File: src/rtl/axi_4_slave_burst_datapath_pkg.sv
// rtl/axi_4_slave_burst_datapath_pkg.sv - shared burst types, responses and FSM states
package axi_4_slave_burst_datapath_pkg;

    typedef enum logic [1:0] {
        BURST_FIXED = 2'b00,
        BURST_INCR  = 2'b01,
        BURST_WRAP  = 2'b10
    } axi_4_burst_e;

    localparam logic [1:0] AXI_RESP_OKAY   = 2'b00;
    localparam logic [1:0] AXI_RESP_SLVERR = 2'b10;

    typedef enum logic [2:0] {
        DP_IDLE,
        DP_RD_REQ,
        DP_RD_HOLD,
        DP_WR_ARM,
        DP_WR_REQ,
        DP_WR_HOLD
    } axi_4_dp_states_e;

    // WRAP bursts are only legal for 2, 4, 8 or 16 beats
    function automatic logic wrap_len_bad(input logic [1:0] burst, input logic [7:0] len);
        return (burst == BURST_WRAP) &&
               !(len == 8'd1 || len == 8'd3 || len == 8'd7 || len == 8'd15);
    endfunction

endpackage

File: src/rtl/axi_4_slave_burst_datapath_addr_gen.sv
// rtl/axi_4_slave_burst_datapath_addr_gen.sv - combinational next beat address for FIXED/INCR/WRAP
module axi_4_slave_burst_datapath_addr_gen
    import axi_4_slave_burst_datapath_pkg::*;
#(
    parameter int ADDR_W = 32
) (
    input  logic [ADDR_W-1:0] addr,
    input  logic [2:0]        size,
    input  logic [7:0]        len,
    input  logic [1:0]        burst,
    output logic [ADDR_W-1:0] next_addr,
    output logic              wrap_err
);

    logic [ADDR_W-1:0] bytes;
    logic [ADDR_W-1:0] incr;
    logic [ADDR_W-1:0] mask;

    always_comb begin
        bytes     = ADDR_W'(1) << size;
        incr      = addr + bytes;
        mask      = ((ADDR_W'(len) + ADDR_W'(1)) * bytes) - ADDR_W'(1);
        wrap_err  = wrap_len_bad(burst, len);
        next_addr = incr;
        if (burst == BURST_FIXED) begin
            next_addr = addr;
        end else if (burst == BURST_WRAP && !wrap_err) begin
            next_addr = (addr & ~mask) | (incr & mask);
        end
    end

endmodule

File: src/rtl/axi_4_slave_burst_datapath.sv
// rtl/axi_4_slave_burst_datapath.sv - AXI4 slave burst datapath: beat addressing and memory handshake
module axi_4_slave_burst_datapath
    import axi_4_slave_burst_datapath_pkg::*;
#(
    parameter int ADDR_W    = 32,
    parameter int DATA_W    = 32,
    parameter int MEM_BYTES = 4096
) (
    input  logic                clk,
    input  logic                reset,
    input  logic                m_arvalid,
    input  logic                s_arready,
    input  logic [ADDR_W-1:0]   m_araddr,
    input  logic [7:0]          m_arlen,
    input  logic [2:0]          m_arsize,
    input  logic [1:0]          m_arburst,
    input  logic                m_awvalid,
    input  logic                s_awready,
    input  logic [ADDR_W-1:0]   m_awaddr,
    input  logic [7:0]          m_awlen,
    input  logic [2:0]          m_awsize,
    input  logic [1:0]          m_awburst,
    input  logic [DATA_W-1:0]   m_wdata,
    input  logic [DATA_W/8-1:0] m_wstrb,
    input  logic                m_wlast,
    input  logic                m_rready,
    input  logic                m_bready,
    input  logic                incre_counter,
    input  logic                store_data,
    output logic                data_fetched,
    output logic                s_rlast,
    output logic [DATA_W-1:0]   s_rdata,
    output logic [1:0]          s_rresp,
    output logic                data_stored,
    output logic                wlast_done,
    output logic [1:0]          s_bresp,
    output logic                mem_req,
    output logic                mem_we,
    output logic [ADDR_W-1:0]   mem_addr,
    output logic [DATA_W-1:0]   mem_wdata,
    output logic [DATA_W/8-1:0] mem_wstrb,
    input  logic [DATA_W-1:0]   mem_rdata,
    input  logic                mem_ack
);

    localparam int STRB_W   = DATA_W / 8;
    localparam int SIZE_MAX = $clog2(STRB_W);

    axi_4_dp_states_e  state, next_state;
    logic [ADDR_W-1:0] addr_q, next_addr;
    logic [7:0]        len_q, beat_cnt;
    logic [2:0]        size_q;
    logic [1:0]        burst_q;
    logic              err_q, wrap_err, oor, beat_err, last_beat, ar_hs, aw_hs;

    assign ar_hs     = m_arvalid & s_arready;
    assign aw_hs     = m_awvalid & s_awready;
    assign oor       = addr_q >= ADDR_W'(MEM_BYTES);
    assign beat_err  = err_q | wrap_err | oor;
    assign last_beat = (beat_cnt == len_q);

    axi_4_slave_burst_datapath_addr_gen #(.ADDR_W(ADDR_W)) u_addr_gen (
        .addr      (addr_q),
        .size      (size_q),
        .len       (len_q),
        .burst     (burst_q),
        .next_addr (next_addr),
        .wrap_err  (wrap_err)
    );

    always_ff @(posedge clk) begin
        if (reset) state <= DP_IDLE;
        else       state <= next_state;
    end

    always_comb begin
        next_state = state;
        case (state)
            DP_IDLE:    if (ar_hs) next_state = DP_RD_REQ;
                        else if (aw_hs) next_state = DP_WR_ARM;
            DP_RD_REQ:  if (oor || mem_ack) next_state = DP_RD_HOLD;
            DP_RD_HOLD: if (incre_counter && !s_rlast) next_state = DP_RD_REQ;
                        else if (s_rlast && m_rready) next_state = DP_IDLE;
            DP_WR_ARM:  if (store_data) next_state = DP_WR_REQ;
            DP_WR_REQ:  if (oor || mem_ack) next_state = DP_WR_HOLD;
            DP_WR_HOLD: if (incre_counter && !wlast_done) next_state = DP_WR_ARM;
                        else if (wlast_done && m_bready) next_state = DP_IDLE;
            default:    next_state = DP_IDLE;
        endcase
    end

    // Out-of-range beats never reach memory; they complete locally with SLVERR
    always_comb begin
        mem_req  = !oor && (state == DP_RD_REQ || state == DP_WR_REQ);
        mem_we   = !oor && (state == DP_WR_REQ);
        mem_addr = mem_req ? (addr_q & ~ADDR_W'(STRB_W - 1)) : '0;
    end

    always_ff @(posedge clk) begin
        if (reset) begin
            addr_q       <= '0;
            len_q        <= '0;
            size_q       <= '0;
            burst_q      <= '0;
            beat_cnt     <= '0;
            err_q        <= 1'b0;
            data_fetched <= 1'b0;
            s_rlast      <= 1'b0;
            s_rdata      <= '0;
            s_rresp      <= AXI_RESP_OKAY;
            data_stored  <= 1'b0;
            wlast_done   <= 1'b0;
            s_bresp      <= AXI_RESP_OKAY;
            mem_wdata    <= '0;
            mem_wstrb    <= '0;
        end else begin
            case (state)
                DP_IDLE: begin
                    if (ar_hs) begin
                        addr_q   <= m_araddr;
                        len_q    <= m_arlen;
                        size_q   <= m_arsize;
                        burst_q  <= m_arburst;
                        beat_cnt <= '0;
                        err_q    <= m_arsize > 3'(SIZE_MAX);
                    end else if (aw_hs) begin
                        addr_q   <= m_awaddr;
                        len_q    <= m_awlen;
                        size_q   <= m_awsize;
                        burst_q  <= m_awburst;
                        beat_cnt <= '0;
                        err_q    <= m_awsize > 3'(SIZE_MAX);
                        s_bresp  <= AXI_RESP_OKAY;
                    end
                end
                DP_RD_REQ: begin
                    if (oor || mem_ack) begin
                        data_fetched <= 1'b1;
                        s_rlast      <= last_beat;
                        s_rdata      <= oor ? '0 : mem_rdata;
                        s_rresp      <= beat_err ? AXI_RESP_SLVERR : AXI_RESP_OKAY;
                        err_q        <= beat_err;
                    end
                end
                DP_RD_HOLD: begin
                    if (incre_counter && !s_rlast) begin
                        data_fetched <= 1'b0;
                        addr_q       <= next_addr;
                        beat_cnt     <= beat_cnt + 8'd1;
                    end else if (s_rlast && m_rready) begin
                        data_fetched <= 1'b0;
                        s_rlast      <= 1'b0;
                    end
                end
                DP_WR_ARM: begin
                    if (store_data) begin
                        mem_wdata <= m_wdata;
                        mem_wstrb <= m_wstrb;
                        if (m_wlast != last_beat) err_q <= 1'b1;
                    end
                end
                DP_WR_REQ: begin
                    if (oor || mem_ack) begin
                        data_stored <= 1'b1;
                        wlast_done  <= last_beat;
                        s_bresp     <= beat_err ? AXI_RESP_SLVERR : AXI_RESP_OKAY;
                        err_q       <= beat_err;
                    end
                end
                DP_WR_HOLD: begin
                    if (incre_counter && !wlast_done) begin
                        data_stored <= 1'b0;
                        addr_q      <= next_addr;
                        beat_cnt    <= beat_cnt + 8'd1;
                    end else if (wlast_done && m_bready) begin
                        data_stored <= 1'b0;
                        wlast_done  <= 1'b0;
                        s_bresp     <= AXI_RESP_OKAY;
                    end
                end
                default: ;
            endcase
        end
    end

endmodule

File: config.mk
export PLATFORM = sky130hd
export DESIGN_NAME = axi_4_slave_burst_datapath
export DESIGN_NICKNAME = d
export VERILOG_FILES = /design/src/rtl/axi_4_slave_burst_datapath_pkg.sv /design/src/rtl/axi_4_slave_burst_datapath_addr_gen.sv /design/src/rtl/axi_4_slave_burst_datapath.sv
export SDC_FILE = /design/constraint.sdc
export NUM_CORES = 1
export LEC_CHECK = 0
export ABC_CLOCK_PERIOD_IN_PS = 7500
export BUFFER_PORTS_ARGS = -buffer_cell sky130_fd_sc_hd__buf_2
export CAP_MARGIN = 20
export CORE_MARGIN = 3
export CORE_UTILIZATION = 50
export DETAILED_ROUTE_END_ITERATION = 8
export PLACE_DENSITY = 0.76
export SYNTH_ARGS = -nofsm -noshare
export SYNTH_HDL_FRONTEND = slang
export SYNTH_SLANG_ARGS = --single-unit
File: constraint.sdc
create_clock -name clk -period 7.5 [get_ports clk]
set_input_delay 0.75 -clock clk [delete_from_list [all_inputs] [get_ports clk]]
set_output_delay 0.75 -clock clk [all_outputs]
set_load 0.05 [all_outputs]
# Yosys cells after proc, flatten, opt, wreduce, memory -nomap -nowiden
# Cells that the tools add are included.
# op_classes
addsub,4
n_mul,1
order_cmp,3
eq_ne,28
shift,1
muxes,55
bitwise_logic,8
n_reduce_logical,38
# op_table
cell,n
32-bit two-way mux,8
32-bit one-hot mux with 3 select lines,1
32-bit AND,2
8-bit two-way mux,6
3-bit two-way mux,11
32-bit adder,1
"32-bit by 13-bit greater-or-equal comparator with 1-bit output, second input constant",1
32-bit by 32-bit multiplier with 32-bit output,1
32-bit NOT,1
32-bit bitwise OR,1
"1-bit by 3-bit left shift with 32-bit output, first input constant",1
"32-bit by 1-bit subtractor with 32-bit output, second input constant",1
"2-bit != test, second input constant",12
8-bit one-hot mux with 3 select lines,1
3-bit one-hot mux with 6 select lines,1
2-bit two-way mux,8
1-bit two-way mux,13
4-bit AND reduction,3
6-bit AND reduction,2
"8-bit by 1-bit adder with 9-bit output, second input constant",1
"3-bit != test, second input constant",3
3-bit nonzero test,3
"8-bit by 1-bit adder with 8-bit output, second input constant",1
"8-bit by 1-bit == test with 1-bit output, second input constant",1
other kinds (26),54
# totals
ff_bits,133
in_bits,170
elab_cells,154

# Depth between registers and ports, before layout
# Gate-level depths: netlist of run 1.
# logic_depth
depth_word,12
depth_mapped,25
mapped_depth_nobuf,23

# Cells and area by module
# A second synthesis of run 1 with hierarchy kept.
# hier_totals
cells_unflattened,1419
area_unflattened_um2,10822.9
# modules_own_cells
mod,instances,cells_each,area_per_inst_um2,seq_area_each_um2
axi_4_slave_burst_datapath,1,825,6243.5,2622.5
axi_4_slave_burst_datapath_addr_gen,1,594,4579.4,0.0

# Worst setup path after synthesis of run 1
# Ideal clock, no wire load.
# synth_timing
kind,reg2reg
startpoint,register size_q[2]
endpoint,register with a tool-made name
setup_ps,91
t_arrival_ps,5740
required_time_ps,7409
setup_slack_ps,1669
stages_incl_launch_ff,23
n_path_buf,1
period_less_slack_ps,5831
cell_sequence,dfxtp_1 clkbuf_1 nor3b_1 nand2_1 fa_1 inv_1 fa_1 inv_1 fa_1 inv_1 fa_1 inv_1 fa_1 inv_1 ha_1 and4_1 o2bb2a_4 nand4b_1 a41oi_1 o21ai_1 xor2_1 o221ai_1 a311oi_1
# synth_rtl
element,line,text
"start, declared",axi_4_slave_burst_datapath.sv:52,logic [2:0] size_q;
"start signal, assigned",axi_4_slave_burst_datapath.sv:122,size_q <= m_arsize;
"start signal, assigned",axi_4_slave_burst_datapath.sv:129,size_q <= m_awsize;

==> impl_results.md, run 1 <==
* Outcome: finished clean
* DR WL met2 at 14.46 mm
* First-pass GRT wire length at 49.86 mm
* Most frequent cells in the layout: nand2_1 (281), buf_2 (254), a21oi_1 (143), dfxtp_1 (131), nor2_1 (97)
* Reg2reg start: len_q[0]$_SDFFE_PP0P_
* Switching share of power at 51.81%
* Post-CTS setup buffer count at 0
* DIE HEIGHT at 152.6 µm
* Most common cell after layout, fill and taps aside: nand2_1
* Number of global-route vias before repair at 9,788
* Synth-to-Final Area Change at 17.65%
* Fraction of layout cells with a size suffix above 1 at 22.37%
* Clock transition at path regs at 70 ps
* Async SR Flop Fraction at 0%
* Initial Utilization at 51.92%
* Cell-internal power at 0.002942 W
* Setup TNS at 0 ps
* Ys flop type: dfxtp_1
* Clock share of power at 14.6%
* Core ar. at 20,690 µm²
* Final hold vios at 0
* Netlist Area Pre-Place at 10,740 µm²
* Die area at 23,280 µm²
* Placed Area at 11,990 µm²
* CP Class: flip-flop to flip-flop
* Root Driver: clkbuf_16
* Comb pwr share at 68.2%
* Worst setup EP type: flip-flop
* CTS buffer count at 17
* Pre-CTS WS at 1020 ps
* Critical path startpoint category: flip-flop
* Max-capacitance violation count at 0
* First-pass DRT Iterations at 6
* DR DRC count at 0
* Number of synthesized flops with an enable pin at 0
* Layout Nets at 1,892
* Initial antenna violation count at 1
* Design area at 12,640 µm²
* M1 WL at 13.75 mm
* Syn_area_per_cell at 7.700 µm²
* Via count at 10,330
* Syn Inst Count at 1,395
* Hold_sp: s_rdata[4]$_SDFFE_PP0P_
* GRT Util Overall at 25.53%
* Fill cell count at 1,867
* Largest net degree at the start of global routing at 100
* Placed wire-length estimate at 23.13 mm
* Post-CTS sizing at 0
* Cell variety after synth at 96
* Hold_buf cts at 0
* Switching Power at 0.003163 W
* Post-route ant nets at 0
* Setup violations, final at 0
* Total gr overflow at 0
* Final worst slack at 948.2 ps
* Clock tree buffer depth at 2
* WL per Instance at 16.30 µm
* Post-layout min period at 6552 ps
* Hold Crit Class: flip-flop to flip-flop
* Fmax at 152.6 MHz
* Crit-path max FO at 14
* Clock skew at 12.81 ps
* Reg power frac at 17.2%
* Total clock sinks at 131
* I/O pins at 280
* Final Max Tran Viols at 0
* Critical Path RT at 7830 ps
* Finished Layout Cells at 1,885
* Worst vdd ir at 0.3622 mV
* Met3 Wirelength at 1.941 mm
* Worst Path Arrival at 6880 ps
* Ys Warns at 0
* Port-buffer cells at 255
* Origin of the worst setup path: len_q[0]$_SDFFE_PP0P_
* H-Tree Level Count at 4
* Static Leak at 5.725 nW
* CTS tree: yes
* Dpl cells at 1,851
* Register area share after synthesis at 24.41%
* Worst Tran Pin Value at 1040 ps
* DR iter-0 viols at 805
* Die width at 152.6 µm
* Final core utilization at 61.08%
* Yosys reg bits at 131
* Worst-Skew Late Latency at 430 ps
* Period utilization at 87.36%
* Power density over the cells at 483.1 nW/µm²
* Max-slew headroom at 30.51%
* Max Used Layer: met4
* Unrepaired setup endpoints after global routing: false
* WL final at 30.73 mm
* Std cell rows at 52
* Final GP Congestion at 0.9522
* Via density at 5.479
## kinds of logic after synthesis
logic type	synth area share (%)
buffers and inverters	8.457
XOR/XNOR	3.914
flip-flops	24.41
AO/OA/AOI/OAI	20.33
multiplexers	0.6523
other	0.03491
adder cells (fa/ha/maj)	17.38
AND/OR/NAND/NOR	24.82
## worst max-delay path, cell delays in order (launching register included)
cell	delay, ps
dfxtp_1	620
ha_1	410
nand2_1	160
nor2_1	140
xnor2_1	200
nand2b_1	240
fa_1	420
inv_1	90
fa_1	410
fa_1	480
fa_1	540
inv_1	60
fa_1	530
inv_1	50
ha_1	370
o21ai_0	120
nand2b_1	120
nand2_1	80
a211oi_1	430
nor2_1	180
o221ai_2	560
a21oi_1	100
o32ai_1	150
## stage by stage
step                total power (W)  hold slack [ps]
finish                     0.006105            447.7
global route               0.006610            468.5
detailed placement         0.005129            439.7
CTS                        0.006053            449.0
floorplan                  0.004231            446.7
global placement           0.005053            435.1
## cell usage after synthesis (4+ instances only)
library cell	instances	share of area (%)
and2_1	17	0.99
clkbuf_1	46	1.6
nand4_1	7	0.41
a311oi_1	17	1.4
buf_2	18	0.84
buf_4	31	2.2
buf_6	4	0.42
o21ai_1	6	0.28
nor2_1	98	3.4
nand2b_1	30	1.7
o21bai_1	4	0.28
o211ai_1	6	0.42
a21oi_2	4	0.33
nor4_1	7	0.41
or3_1	4	0.23
mux2i_1	7	0.65
and3_1	9	0.52
nor2b_1	8	0.47
xor2_1	17	1.4
a21o_1	8	0.56
inv_1	95	3.3
dfxtp_1	131	24
o21a_1	7	0.49
ha_1	74	8.6
fa_1	47	8.8
o21ai_0	28	1.3
nand2_1	282	9.9
a31oi_1	11	0.64
o31a_1	4	0.33
o31ai_1	7	0.49
xnor2_1	31	2.5
o32ai_2	4	0.61
nand3_1	57	2.7
a211oi_1	18	1.3
a21oi_1	143	6.7
a41oi_1	4	0.33
or2_2	4	0.23
nor3_1	13	0.61
## worst paths after layout
check	end	cells past startpoint	slack, ps
worst max-delay path	flip-flop	22	950
worst min-delay path	s_rdata[4]$_SDFFE_PP0P_	2	450
worst max register to register	flip-flop	22	950
worst min register to register	s_rdata[4]$_SDFFE_PP0P_	2	450
## metal layers
layer | global-route usage (%) | vias to the layer above
li1 | - | 5116
met1 | 34.54 | 4787
met2 | 41.75 | 377
met3 | 4.828 | 48
met4 | 7.425 | 0
met5 | 0 | -
## power by group through the flow
stage	clock network [W]	registers (W)	logic, W
final	0.000892	0.00105	0.00416
after global routing	0.000935	0.00108	0.00460
after CTS	0.000903	0.00104	0.00411
after detailed placement	0	0.00106	0.00407
after global placement	0	0.00105	0.00400
after floorplan	0	0.00109	0.00314
## layout make-up
cell class	count	area [µm²]	area share, %
Antenna cell	1	2.502	0.01980
Clock buffer	17	425.4	3.366
Clock inverter	15	195.2	1.545
Inverter	95	356.6	2.822
Multi-Input combinational cell	1090	7316	57.89
Sequential cell	131	2623	20.75
Tap cell	270	337.8	2.673
Timing Repair Buffer	266	1381	10.93
Power figures use the tool's default switching activity.
==> inputs of run 2 (changes only) <==
--- a/config.mk
+++ b/config.mk
@@ -9,9 +9,10 @@
 export BUFFER_PORTS_ARGS = -buffer_cell sky130_fd_sc_hd__buf_2
 export CAP_MARGIN = 20
 export CORE_MARGIN = 3
-export CORE_UTILIZATION = 50
+export CORE_UTILIZATION = 55
 export DETAILED_ROUTE_END_ITERATION = 8
-export PLACE_DENSITY = 0.76
+export PLACE_DENSITY = 0.83
 export SYNTH_ARGS = -nofsm -noshare
 export SYNTH_HDL_FRONTEND = slang
+export SYNTH_HIERARCHICAL = 1
 export SYNTH_SLANG_ARGS = --single-unit
==> run 2 against run 1 <==
Final area about the same. Sequential cell count did not move. Die area decreased by 8.1%. Global-route usage grew 3.7 points. Total power shrank 24%. Worst hold slack better by 3.3 ps. Largest cell class unchanged. Worst setup slack got worse by 500 ps. Clock skew grew 1.0 ps. Register-to-register slack worse by 500 ps.
==> impl_results.md, run 2 <==
* CTS buffer count at 17 (unchanged)
* Initial Utilization at 56.91% (+5.0 points)
* Area leader, netlist: dfxtp_1
* Hold Slack at 451.1 ps (+3.344 ps)
* CP max-delay cell: dfxtp_1
* Worst setup EP type: flip-flop
* Root Driver: clkbuf_16
* Die area at 21,400 µm² (-8.1%)
* Kind of cell adding the most delay to the critical path: adder cells
* DR iter-0 viols at 1,109 (+38%)
* Final core utilization at 66.41% (+5.3 points)
* Power density over the cells at 368.3 nW/µm² (-24%)
* Pre-CTS WS at 602.9 ps (-416.7 ps)
* Ys flop type: dfxtp_1
* Setup TNS at 0 ps (unchanged)
* Max incr delay on CP at 610 ps (about the same)
* Final Max Tran Viols at 0 (unchanged)
* WL final at 32.38 mm (+5.4%)
* Post-CTS sizing at 0 (unchanged)
* Initial antenna violation count at 2 (+1)
* Post-layout min period at 7048 ps (+496.1 ps)
* WL per Instance at 17.11 µm (+5.0%)
* Hold_buf cts at 0 (unchanged)
* Yosys reg bits at 131 (unchanged)
* DR DRC count at 0 (unchanged)
* Total gr overflow at 0 (unchanged)
* Async SR Flop Fraction at 0% (unchanged)
* Buffer and inverter count on the worst path at 3 (unchanged)
* Worst vdd ir at 0.2641 mV (-27%)
* Hold Crit Class: flip-flop to flip-flop
* Number of global-route vias before repair at 10,340 (+5.6%)
* Adder-Cell Fraction of Synth Area at 17.25% (-0.13 points)
* Period utilization at 93.97% (+6.6 points)
* Post-synthesis xor/xnor area fraction at 5.179% (+1.3 points)
* Largest net degree at the start of global routing at 84 (-16%)
* Max-capacitance violation count at 0 (unchanged)
* I/O pins at 280 (unchanged)
* Final GP Congestion at 0.9685 (+1.7%)
* Largest registers: addr_q x32, mem_wdata x32, s_rdata x32
* Critical path startpoint category: flip-flop
* Clock transition at path regs at 60 ps (about the same)
* First-pass GRT wire length at 52.40 mm (+5.1%)
* Critical Path RT at 7860 ps (+30 ps)
* Worst-Skew Late Latency at 430 ps (about the same)
* Max-slew headroom at 35.89% (+5.4 points)
* Post-route ant nets at 0 (unchanged)
* Most common cell after layout, fill and taps aside: buf_2
* Crit-path max FO at 14 (unchanged)
* Most area-consuming cells after synthesis: dfxtp_1 (24%), fa_1 (8.7%), ha_1 (8.6%), nand2_1 (7.3%), a21oi_1 (6.5%)
* Core ar. at 19,020 µm² (-8.1%)
* Cell variety after synth at 80 (-17%)
* Static Leak at 5.756 nW (+0.54%)
* Netlist Area Pre-Place at 10,820 µm² (+0.76%)
* Top cell type's share of synthesized area at 24.23% (-0.18 points)
* Post-CTS setup buffer count at 0 (unchanged)
* Simple-gate share of the synthesized area at 25.55% (+0.73 points)
* Final hold vios at 0 (unchanged)
* Final worst slack at 452.1 ps (-496.1 ps)
* Largest family of logic cells by synthesized area: simple AND/OR/NAND/NOR gates
* Number of synthesized flops with an enable pin at 0 (unchanged)
* Multiplexer share of the synthesized area at 1.098% (+0.45 points)
* Via count at 10,970 (+6.2%)
* Synth-to-Final Area Change at 16.71%
* Register area share after synthesis at 24.23% (-0.18 points)
* Critical-path cell list: ha_1, nand3_1, xnor2_1, nand2_1, fa_1, inv_1, fa_1, fa_1, fa_1, inv_1, fa_1, inv_1, ha_1, a21oi_1, or3_1, o21ai_1, nor3b_1, mux2_1, o31ai_2, xor2_1, nor2_1, a311oi_1, a21oi_1, nor2_1
* Finished Layout Cells at 1,892 (+0.37%)
* Dpl cells at 1,859 (+0.43%)
* Ys Warns at 6 (+6)
* H-Tree Level Count at 4 (unchanged)
* Compound-gate portion of the synthesized area at 17.86% (-2.5 points)
* GRT Util Overall at 29.27% (+3.7 points)
* Placed wire-length estimate at 24.64 mm (+6.5%)
* CTS tree: yes
* Worst Tran Pin Value at 959.4 ps (-80.68 ps)
* Fraction of layout cells with a size suffix above 1 at 20.54% (-1.8 points)
* Total clock sinks at 131 (unchanged)
* Port-buffer cells at 255 (unchanged)
* Syn Inst Count at 1,419 (+1.7%)
* Clock tree buffer depth at 2 (unchanged)
* Unrepaired setup endpoints after global routing: false
* CP Class: flip-flop to flip-flop
* Setup violations, final at 0 (unchanged)
* Outcome: finished clean
* Most frequent cell after synthesis: nand2_1
* First-pass DRT Iterations at 7 (+1)
* Die width at 146.3 µm (-4.1%)
* Layout Nets at 1,909 (+0.90%)
* Top cells by count, synth: nand2_1 (211), nor2_1 (143), a21oi_1 (141)
* Std cell rows at 50 (-3.8%)
* Via density at 5.798 (+5.8%)
* Most frequent cells in the layout: buf_2 (254), nand2_1 (211), nor2_1 (143), a21oi_1 (140), dfxtp_1 (131)
* Fmax at 141.9 MHz (-7.0%)
* Worst Path Arrival at 7410 ps (+530 ps)
* DIE HEIGHT at 146.3 µm (-4.1%)
* Most used cell, CP: fa_1
* Clock skew at 13.81 ps (+1.005 ps)
* Syn_area_per_cell at 7.627 µm² (-0.95%)
[run 2: cell count changes after synthesis, sizes merged, moves of 8 or more]
cell and delta:
o21ai -10, nand2 -74, xor2 +8, nand2b -11, nor2 +44, a311oi +29, nand3 +42, xnor2 +8
[run 2: metrics by stage]
| step | power, W | instance area (µm²) |
|---|---|---|
| 2_1_floorplan | 0.003149 | 10910 |
| 3_3_place_gp | 0.003699 | 12020 |
| 3_5_place_dp | 0.003756 | 12040 |
| 4_1_cts | 0.004609 | 12630 |
| 5_1_grt | 0.004977 | 12630 |
| 6_report | 0.004652 | 12630 |
[run 2: path summary, 6_finish.rpt]
path,cells after the start,slack [ps],startpoint,end
max,24,450,len_q[0]$_SDFFE_PP0P_,addr_q[16]$_SDFFE_PP0P_
min,2,450,s_rdata[26]$_SDFFE_PP0P_,s_rdata[26]$_SDFFE_PP0P_
max reg2reg,24,450,len_q[0]$_SDFFE_PP0P_,addr_q[16]$_SDFFE_PP0P_
min reg2reg,2,450,s_rdata[26]$_SDFFE_PP0P_,s_rdata[26]$_SDFFE_PP0P_
[run 2: final cells by class]
cell class	instances	area, µm²
well taps	260	325.3
clock buffers	17	425.4
clock inverters	15	163.9
multi-input cells	1103	7347
diodes	1	2.502
flip-flops and latches	131	2623
inverters	98	367.9
repair buffers	267	1376
fillers	1615	6387
[run 2: cells by family after synthesis]
family | after synthesis
AND/OR/NAND/NOR | 586
AO/OA/AOI/OAI | 297
buffers and inverters | 208
flip-flops | 131
adder cells (fa/ha/maj) | 121
XOR/XNOR | 64
multiplexers | 11
other | 1
[run 2: tightest hold or removal path: cells and delay by family, from the launching register on]
kind | cells | cell delay, ps
flip-flops | 1 | 310
AO/OA/AOI/OAI | 1 | 50
AND/OR/NAND/NOR | 1 | 50
[run 2: power breakdown]
| part | internal [W] | switching [W] | leakage (nW) |
|---|---|---|---|
| logic | 0.00101 | 0.00178 | 4.41 |
| clock network | 0.000473 | 0.000365 | 0.286 |
| registers | 0.000825 | 0.000191 | 1.06 |
[run 2: layer usage]
layer / track usage, % / share of wire, % / vias up
met5: 0 / 0.040 / -
met4: 9.078 / 2.5 / 2
met3: 6.207 / 8.1 / 72
met2: 48.44 / 48 / 490
met1: 38.49 / 41 / 5180
li1: - / - / 5226
==> inputs of run 3 (changes only) <==
--- a/config.mk
+++ b/config.mk
@@ -9,9 +9,8 @@
 export BUFFER_PORTS_ARGS = -buffer_cell sky130_fd_sc_hd__buf_2
 export CAP_MARGIN = 20
 export CORE_MARGIN = 3
-export CORE_UTILIZATION = 55
+export CORE_UTILIZATION = 36
 export DETAILED_ROUTE_END_ITERATION = 8
-export PLACE_DENSITY = 0.83
 export SYNTH_ARGS = -nofsm -noshare
 export SYNTH_HDL_FRONTEND = slang
 export SYNTH_HIERARCHICAL = 1
==> run 3 against run 2 <==
Sequential cell count did not move. Cell count rose by 6.7%. Sequential power barely moved. First-iteration DRC count fell by 45%. Worst hold slack got worse by 2.4 ps. Utilization fell by 23 points. Global-route usage fell by 8.7 points. Combinational power fell by 1%. Clock power rose by 1%. Wire length rose by 4.0%.
==> impl_results.md, run 3 (synthesis results as in run 2) <==
* Post-route ant nets at 0 (unchanged)
* Final Max Tran Viols at 0 (unchanged)
* Worst vdd ir at 0.1912 mV (-28%)
* Cell-internal power at 0.002285 W (-1.2%)
* Reg2Reg Depth at 23 (-4.2%)
* R2R Path End: addr_q[16]$_SDFFE_PP0P_
* Most used cell, CP: fa_1
* Clock transition at path regs at 70 ps (about the same)
* H-Tree Level Count at 4 (unchanged)
* Setup TNS at 0 ps (unchanged)
* Clock skew at 16.86 ps (+3.051 ps)
* Std cell rows at 62 (+24%)
* Synth-to-Final Area Change at 18.30%
* First-pass DRT Iterations at 5 (-2)
* Clock tree buffer depth at 2 (unchanged)
* Largest registers: addr_q x32, mem_wdata x32, s_rdata x32
* Fmax at 145.0 MHz (+2.2%)
* Placed wire-length estimate at 25.50 mm (+3.5%)
* Post-CTS sizing at 0 (unchanged)
* Via density at 5.259 (-9.3%)
* First-pass GRT wire length at 53.42 mm (+1.9%)
* Final GP Congestion at 0.9206 (-4.9%)
* Most common cell after layout, fill and taps aside: buf_2
* Outcome: finished clean
* Via count at 10,610 (-3.3%)
* Comb pwr share at 59.7% (-0.5 points)
* Reg2reg start: len_q[0]$_SDFFE_PP0P_
* WL per Instance at 16.69 µm (-2.5%)
* CTS buffer count at 17 (unchanged)
* Port-buffer cells at 255 (unchanged)
* CTS tree: yes
* Static Leak at 5.759 nW (about the same)
* DIE HEIGHT at 179.4 µm (+23%)
* Initial Utilization at 37.11% (-20 points)
* Hold_sp: s_rdata[10]$_SDFFE_PP0P_
* Fill cell count at 3,068 (+90%)
* Design area at 12,800 µm² (+1.4%)
* Number of global-route vias before repair at 10,200 (-1.3%)
* Reg power frac at 21.9% (about the same)
* Unrepaired setup endpoints after global routing: false
* Layout Nets at 1,909 (unchanged)
* CP Class: flip-flop to flip-flop
* Crit-path max FO at 14 (unchanged)
* Fraction of layout cells with a size suffix above 1 at 20.60% (+0.061 points)
* GRT Util Overall at 20.60% (-8.7 points)
* Max-slew headroom at 34.34% (-1.6 points)
* Core ar. at 29,170 µm² (+53%)
* Worst Path Arrival at 7260 ps (-150 ps)
* Largest net degree at the start of global routing at 76 (-9.5%)
* Clock share of power at 18.4% (+0.4 points)
* CP max-delay cell: dfxtp_1
* Power density over the cells at 360.8 nW/µm² (-2.0%)
* Worst hold path endpoint: s_rdata[10]$_SDFFE_PP0P_
* Critical Path RT at 7860 ps (about the same)
* Initial antenna violation count at 6 (+4)
* Total clock sinks at 131 (unchanged)
* Max-capacitance violation count at 0 (unchanged)
* Critical-path cell list: ha_1, nand3_1, xor2_1, nor2_1, fa_1, ha_1, fa_1, fa_1, inv_1, fa_1, inv_1, ha_1, a21oi_1, or3_1, o21ai_1, nor3b_1, mux2_1, o31ai_2, xor2_1, nor2_1, a311oi_1, a21oi_1, nor2_1
* Setup violations, final at 0 (unchanged)
* WL final at 33.67 mm (+4.0%)
* Switching share of power at 50.54% (+0.24 points)
* DR iter-0 viols at 605 (-45%)
* Reg2Reg Setup Slack at 600 ps (+150 ps)
* DR DRC count at 0 (unchanged)
* Total gr overflow at 0 (unchanged)
* Most frequent cells in the layout: buf_2 (254), nand2_1 (210), nor2_1 (143), a21oi_1 (140), dfxtp_1 (131)
* I/O pins at 280 (unchanged)
* Worst Tran Pin Value at 981.5 ps (+22.11 ps)
* Critical path startpoint category: flip-flop
* Switching Power at 0.002335 W (-0.23%)
* Root Driver: clkbuf_16
* Post-CTS setup buffer count at 0 (unchanged)
* Placed Area at 12,190 µm² (+1.2%)
* Die area at 32,180 µm² (+50%)
* Period utilization at 91.94% (-2.0 points)
* Worst setup EP type: flip-flop
* Hold Crit Class: flip-flop to flip-flop
* Hold path cells at 2 (unchanged)
* Max incr delay on CP at 610 ps (about the same)
* Post-layout min period at 6896 ps (-152.4 ps)
* Final hold vios at 0 (unchanged)
* Die width at 179.4 µm (+23%)
* Final Power at 0.004620 W (-0.70%)
* Hold_buf cts at 0 (unchanged)
* Worst-Skew Late Latency at 430 ps (about the same)
-- run 3: changes by cell type in the layout (fill, tap and decap cells not counted), moves of 2 or more --
cell / previous run / this run
inv_6: 6 / 1
clkinv_8: 1 / 5
diode_2: 1 / 3
inv_8: 4 / 6
-- run 3: worst max path at each step --
stage / depth (start not counted) / endpoint / start / slack, ps
3_3_place_gp: 23 / addr_q[16]$_SDFFE_PP0P_ / len_q[0]$_SDFFE_PP0P_ / 770
2_1_floorplan: 24 / addr_q[16]$_SDFFE_PP0P_ / size_q[1]$_SDFFE_PP0P_ / 1260
4_1_cts: 23 / addr_q[16]$_SDFFE_PP0P_ / len_q[0]$_SDFFE_PP0P_ / 640
3_5_place_dp: 23 / addr_q[16]$_SDFFE_PP0P_ / len_q[0]$_SDFFE_PP0P_ / 680
5_1_grt: 23 / addr_q[16]$_SDFFE_PP0P_ / len_q[0]$_SDFFE_PP0P_ / 150
6_report: 23 / addr_q[16]$_SDFFE_PP0P_ / len_q[0]$_SDFFE_PP0P_ / 600
-- run 3: final cells by class --
type | count | area [µm²] | share of cell area, %
multi-input cells | 1103 | 7350 | 57.40
flip-flops and latches | 131 | 2623 | 20.48
repair buffers | 267 | 1369 | 10.69
well taps | 384 | 480.5 | 3.753
clock buffers | 17 | 425.4 | 3.323
inverters | 98 | 367.9 | 2.873
clock inverters | 15 | 181.4 | 1.417
diodes | 3 | 7.507 | 0.05863
-- run 3: worst max-delay path, delay by kind of cell, from the launching register on --
family	cells	cell delay, ps
adder cells (fa/ha/maj)	7	3230
flip-flops	1	610
multiplexers	1	380
AND/OR/NAND/NOR	6	960
buffers and inverters	2	100
XOR/XNOR	2	670
AO/OA/AOI/OAI	5	900
-- run 3: metal layers --
layer | up-vias | track usage, % | part of all wire, %
li1 | 5229 | - | -
met1 | 5005 | 27.28 | 44
met2 | 330 | 34.04 | 48
met3 | 41 | 5.036 | 6.6
met4 | 8 | 4.736 | 1.3
met5 | - | 0 | 0.15
-- run 3: stage by stage --
stage	util (%)	std cells	hold WS (ps)	setup WS [ps]
global placement	41.79	1983	435.6	765.4
global route	43.87	2015	467.4	153.0
CTS	43.87	2015	450.6	636.6
detailed placement	41.79	1983	441.3	677.1
finish	43.90	2018	448.7	604.5
floorplan	-	1442	447.2	1264
-- run 3: power groups by stage --
stage | combinational (W) | sequential [W] | clock [W]
4_1_cts | 0.00275 | 0.00101 | 0.000871
3_3_place_gp | 0.00272 | 0.00102 | 0
5_1_grt | 0.00307 | 0.00104 | 0.000899
2_1_floorplan | 0.00208 | 0.00107 | 0
3_5_place_dp | 0.00273 | 0.00103 | 0
6_report | 0.00276 | 0.00101 | 0.000849
